File: config.mk
export PLATFORM = sky130hd
export DESIGN_NAME = mat_stream_packer
export DESIGN_NICKNAME = d
export VERILOG_FILES = /design/src/rtl/mat_stream_packer.sv
export SDC_FILE = /design/constraint.sdc
export NUM_CORES = 1
export LEC_CHECK = 0
export ABC_AREA = 1
export BUFFER_PORTS_ARGS = -buffer_cell sky130_fd_sc_hd__buf_2
export CORE_AREA = 2 2 390 392
export DETAILED_ROUTE_END_ITERATION = 8
export DIE_AREA = 0 0 392 394
export HOLD_SLACK_MARGIN = 0.1
export PLACE_DENSITY = 0.42
export SETUP_SLACK_MARGIN = 0.4
export SYNTH_ARGS = -nofsm -noshare
export SYNTH_HDL_FRONTEND = slang
export SYNTH_SLANG_ARGS = --single-unit
File: constraint.sdc
create_clock -name clk -period 3.95 [get_ports clk]
set_input_delay 0.79 -clock clk [delete_from_list [all_inputs] [get_ports clk]]
set_output_delay 0.79 -clock clk [all_outputs]
set_load 0.01 [all_outputs]
File: src/rtl/mat_stream_packer.sv
// mat_stream_packer
//   Collects DATA_WIDTH-bit matrix elements, one per handshake, in row-major
//   order and presents them as one flat packed matrix (element 0 at the LSBs)
//   with a mat_valid/mat_ready handshake. The matrix is held frozen until the
//   consumer takes it.
//   Optional build macro MATPACK_LAST_CHECK_EN adds in_last framing checks
//   and a sticky err output.
module mat_stream_packer #(
  parameter  int DATA_WIDTH  = 8,
  parameter  int MATRIX_SIZE = 121,
  localparam int CNT_W       = $clog2(MATRIX_SIZE + 1)
) (
  input  logic                            clk,
  input  logic                            rst_n,
  input  logic                            flush,
  input  logic [DATA_WIDTH-1:0]           in_data,
  input  logic                            in_valid,
  output logic                            in_ready,
  output logic [MATRIX_SIZE*DATA_WIDTH-1:0] mat,
  output logic                            mat_valid,
  input  logic                            mat_ready,
  output logic [CNT_W-1:0]                fill_count
`ifdef MATPACK_LAST_CHECK_EN
  ,
  input  logic                            in_last,
  output logic                            err
`endif
);

  localparam logic [CNT_W-1:0] LAST_IDX = CNT_W'(MATRIX_SIZE - 1);

  typedef enum logic {
    S_FILL = 1'b0,
    S_FULL = 1'b1
  } state_t;

  state_t                            r_state;
  state_t                            w_state_next;
  logic [CNT_W-1:0]                  r_fill_count;
  logic [CNT_W-1:0]                  w_count_next;
  logic [MATRIX_SIZE*DATA_WIDTH-1:0] r_mat;
  logic                              w_store;
  logic                              w_is_last;
  logic [MATRIX_SIZE-1:0]            w_elem_we;
  logic                              r_err;
  logic                              w_err_next;

  assign w_is_last = (r_fill_count == LAST_IDX);

  // State register
  always_ff @(posedge clk or negedge rst_n) begin
    if (!rst_n) begin
      r_state <= S_FILL;
    end else begin
      r_state <= w_state_next;
    end
  end

  // Next-state, element-store and counter decisions; flush overrides all
  always_comb begin
    w_state_next = r_state;
    w_count_next = r_fill_count;
    w_store      = 1'b0;
    w_err_next   = r_err;
    if (flush) begin
      w_state_next = S_FILL;
      w_count_next = '0;
      w_err_next   = 1'b0;
    end else begin
      case (r_state)
        S_FILL: begin
          if (in_valid) begin
`ifdef MATPACK_LAST_CHECK_EN
            if (in_last != w_is_last) begin
              // Bad framing: drop the partial matrix and the offending element
              w_err_next   = 1'b1;
              w_count_next = '0;
            end else begin
              w_store = 1'b1;
            end
`else
            w_store = 1'b1;
`endif
            if (w_store) begin
              if (w_is_last) begin
                w_state_next = S_FULL;
                w_count_next = '0;
              end else begin
                w_count_next = r_fill_count + CNT_W'(1);
              end
            end
          end
        end
        S_FULL: begin
          if (mat_ready) begin
            w_state_next = S_FILL;
          end
        end
        default: begin
          w_state_next = S_FILL;
          w_count_next = '0;
        end
      endcase
    end
  end

  // Element counter and sticky framing error
  always_ff @(posedge clk or negedge rst_n) begin
    if (!rst_n) begin
      r_fill_count <= '0;
      r_err        <= 1'b0;
    end else begin
      r_fill_count <= w_count_next;
      r_err        <= w_err_next;
    end
  end

  // Per-element write enables decoded from the fill position
  generate
    for (genvar gi = 0; gi < MATRIX_SIZE; gi++) begin : g_we
      assign w_elem_we[gi] = w_store && (r_fill_count == CNT_W'(gi));
    end
  endgenerate

  // Matrix storage; never cleared between matrices, mat_valid qualifies it
  always_ff @(posedge clk or negedge rst_n) begin
    if (!rst_n) begin
      r_mat <= '0;
    end else begin
      for (int i = 0; i < MATRIX_SIZE; i++) begin
        if (w_elem_we[i]) begin
          r_mat[i*DATA_WIDTH +: DATA_WIDTH] <= in_data;
        end
      end
    end
  end

  // Handshake outputs come straight from state, no path from in_*
  assign in_ready   = (r_state == S_FILL);
  assign mat_valid  = (r_state == S_FULL);
  assign mat        = r_mat;
  assign fill_count = r_fill_count;
`ifdef MATPACK_LAST_CHECK_EN
  assign err        = r_err;
`else
  logic w_unused;
  assign w_unused = r_err;
`endif

endmodule

==> After elaboration in Yosys (flattened, before gate mapping) <==
Index checks and enable logic that the tools add are counted.
{ "totals": {"output_inout_bits": 977, "regBits": 976, "wordCells": 382, "input_bits": 13} }
{ "classes": {"bitwise": 1, "eq_ne": 121, "reduce_logical": 124, "mux": 12, "addsub": 1} }
{ "op_table": {"columns": ["operator", "count"], "rows": [
  ["$eq 7x7->1 const B", 57],
  ["$eq 7x6->1 const B", 32],
  ["$logic_and 1x1->1", 121],
  ["$eq 7x5->1 const B", 16],
  ["$eq 7x4->1 const B", 8],
  ["$eq 7x3->1 const B", 4],
  ["$mux 7", 4],
  ["$eq 7x2->1 const B", 2],
  ["$add 7x1->7 const B", 1],
  ["$eq 7x1->1 const B", 1],
  ["$logic_not 7->1", 1],
  ["$mux 1", 7],
  ["$ne 2x2->1 const B", 1],
  ["$pmux 1 s2", 1],
  ["$reduce_and 2->1", 1],
  ["$reduce_bool 2->1", 1],
  ["$not 1->1", 1]
]} }

==> Depth between registers and ports, before layout <==
{ "depth": {"ltp_word": 5, "ltp_mapped": 9, "ltp_nobuf": 8} }

==> Worst setup path after synthesis <==
Ideal clock, no wire load.
{ "synth_path": {"path_type": "in2reg", "from": "in in_valid", "to": "reg r_mat[608], in the netlist mat[608]", "setup_slack_ps": 2129, "path_stages": 7, "required_ps": 3833, "path_buffers": 2, "arrival_ps": 1704, "path_cell_list": "nand2_2 -> nor2_8 -> buf_4 -> buf_2 -> nand2_1 -> nand2_1 -> nand2_1"} }
{ "synth_via": {"elab_chain_len": 4} }
{ "synth_rtl": {"columns": ["item", "line_no", "rtl"], "rows": [
  ["start, declared", "17", "input logic in_valid,"],
  ["$mux 1", "72", "if (in_valid) begin"],
  ["$mux 1", "70", "case (r_state)"],
  ["$mux 1", "65", "if (flush) begin"],
  ["$logic_and 1x1->1", "121", "assign w_elem_we[gi] = w_store && (r_fill_count == CNT_W'(gi));"],
  ["end signal, assigned by index", "132", "r_mat[i*DATA_WIDTH +: DATA_WIDTH] <= in_data;"],
  ["end, declared", "41", "logic [MATRIX_SIZE*DATA_WIDTH-1:0] r_mat;"]
]} }
Every way passes these cells.
A chain may end at the register's enable or synchronous reset.

==> Final worst setup path <==
{ "layout_path": {"from": "reg r_fill_count[1], in the netlist fill_count[1]", "to": "reg r_mat[237], in the netlist mat[237]"} }
{ "layout_via": {"elab_chain_len": 2} }
{ "layout_rtl": {"columns": ["item", "line_no", "rtl"], "rows": [
  ["start, declared", "39", "logic [CNT_W-1:0] r_fill_count;"],
  ["start signal, assigned", "113", "r_fill_count <= w_count_next;"],
  ["$eq 7x5->1", "121", null],
  ["$logic_and 1x1->1", "121", null]
]} }
Every way passes these cells.

==> impl_metrics.toml <==
[critical_path]
r2r_start = "fill_count[1]$_DFFE_PN0P_"
crit_path_max_incr_delay_ns = 0.74
crit_start = "fill_count[1]$_DFFE_PN0P_"
r2r-end = "mat[237]$_DFFE_PN0P_"
cp_common_cell = "nand2_1"
crit_type = "flop to flop"
cp.arrival_ns = 3.65
cpMaxStageDelayCell = "nor2_2"
r2r.worst_path.cells = 7
crit_family = "simple AND/OR/NAND/NOR gates"
crit_path_start_kind = "flop"
cp-end-kind = "flop"
critPathBufInv = 1
critical_path_required_ns = 4.56
crit_fanout = 9
path_cells = "inv_1, ha_1, nand2_2, nor2_2, nand2_1, nand2_1, nand2_1"
r2r_slack_ns = 0.91

[route]
wl_um = 179500
viasPerCell = 4.466
vias = 33280
drc_errors = 0
wire_per_inst_um = 24.09
drt_pre_antenna_iters = 7
ant_nets = 0
drt_iter0_markers = 2479

[logic_synthesis]
synth_area_per_cell_um2 = 9.032
synthCells = 4300
ys_seq_elements = 976
yosys_warnings = 0
ys_seq_area_share_pct = 62.88
syn_area_um2 = 38840
yosysTopAreaCell = "dfrtp_1"
syn_nets = 4317
synth.distinct_cells = 25
ys_top_cells_by_area = "dfrtp_1, nand2_1, nand3_1"
synth.top_cell.area_share_pct = 62.88

[floorplanning]
pin_count = 990
placeableCoreArea_um2 = 150700
die_area_um2 = 154400
row_count = 143
fp.dieH_um = 394
die_w_um = 392
initial_core_util_pct = 25.78

[clock_network]
cts_resized = 0
clkLatencyLatePin_ns = 0.73
htreeDepth = 3
postCtsSetupBuffers = 0
cts_made_buffers = 115
cts_tree = "built"
cts.sinks = 976
clock_path_buffers = 3
path_clk_slew_ns = 0.06
cts_root_buf = "clkbuf_16"
ctsHoldBuffers = 0

[layout]
drive_above_1_share_pct = 26.82
layout.cells.most_common_list = "nand2_1, buf_2, dfrtp_1"
nets = 5347
area_growth_pct = 29.67
layout_commonest_cell = "nand2_1"
design_area_um2 = 50360
finalNonFillerCells = 7453

[placed_design]
io_buffers = 989
gp_congestion = 0.8200
placed_cell_area_um2 = 46540
placed_cells = 7243
preCtsSetupSlack_ns = 0.6990
dp_hpwl_um = 126000

[sta]
fin_crit_ns = 3.039
finalSetupTns_ns = 0
drv_slew = 0
max_slew_margin_pct = 31.00
max_freq_ghz = 0.3291
grt_setup_unrepaired = "false"
finalSetupViolCount = 0
fin_worst_skew_ns = 0.03275
tightest_slew_ns = 1.035
hold_viol = 0
post-route-period-util_pct = 76.93
fin_ws_ns = 0.9113

[job]
maxCapViolCount = 0

[global_route]
antenna_found_initial = 3
grt_pass1_vias = 32690
grt_max_degree = 82
grt.total_usage_pct = 22.84
grt_pass1_wl_um = 254400
overflow = 0

[power]
p_total_mw = 22.24
leakagePower_nw = 29.87
max-vdd-ir-drop_v = 0.0003479
power_density_nw_per_um2 = 441.7

[status]
status = "finished clean"

[hold_path]
hp-class = "input port to asynchronous set/reset pin"
==> registers in the layout, indices dropped and copies added (netlist names) <==
name	cells
fill_count	7
mat	968
mat_valid	1
==> cells by family (layout without fill, tap and decap cells) <==
family / count (synthesis) / in the layout / share of synthesized area [%]
buffers and inverters: 210 / 1332 / 2.574
adders and majority gates: 4 / 4 / 0.1289
DFF: 976 / 976 / 62.88
AOI/OAI and AO/OA: 120 / 120 / 1.553
xor gates and xnor gates: 1 / 1 / 0.02255
other: 0 / 1 / 0
and+or+nand+nor: 2989 / 2989 / 32.84
==> stage by stage <==
stage / hold slack [ns] / util (%)
3_3_place_gp: 0.4486 / 30.89
5_1_grt: 0.1240 / 33.43
4_1_cts: 0.1078 / 33.43
6_report: 0.1206 / 33.43
2_1_floorplan: 0.4944 / -
3_5_place_dp: 0.4530 / 30.89
==> worst max path at each step <==
| stage | to | slack, ns | depth (start not counted) |
|---|---|---|---|
| after floorplan | mat[608]$_DFFE_PN0P_ | 2.13 | 7 |
| after global placement | mat[257]$_DFFE_PN0P_ | 0.76 | 7 |
| after detailed placement | mat[259]$_DFFE_PN0P_ | 0.70 | 7 |
| after CTS | mat[237]$_DFFE_PN0P_ | 0.91 | 7 |
| after global routing | mat[235]$_DFFE_PN0P_ | 0.77 | 7 |
| final | mat[237]$_DFFE_PN0P_ | 0.91 | 7 |
==> synth_stat cells, drive strengths merged <==
master / n
ha: 4
o31ai: 1
clkinv: 1
clkbuf: 105
dfrtp: 976
nor2: 129
nand4: 1
nand3: 363
o21ai: 119
inv: 35
xor2: 1
nand2: 2496
buf: 69
==> routing by layer <==
layer  wire [µm]  GRT usage (%)  share of wire, %
met3       14900          7.085               8.3
met5          13              0            0.0072
met4        7274          8.468               4.1
met2       83400          36.58                46
met1       73960          28.81                41
==> power breakdown <==
part	total (mW)	switching (mW)	internal [mW]	leakage, nW
clock network	10.9	4.53	6.40	1.87
logic	1.11	0.867	0.246	14.4
registers	10.2	0.0788	10.1	13.6
total	22.2	5.47	16.8	29.9
==> layout make-up <==
class,instances,area (µm²)
diodes,1,2.502
clock buffers,173,3337
clock inverters,36,479.2
fillers,16030,100300
inverters,36,136.4
multi-input cells,3114,13420
flip-flops and latches,976,24420
well taps,2030,2540
repair buffers,1087,6028
Power figures use the tool's default switching activity.
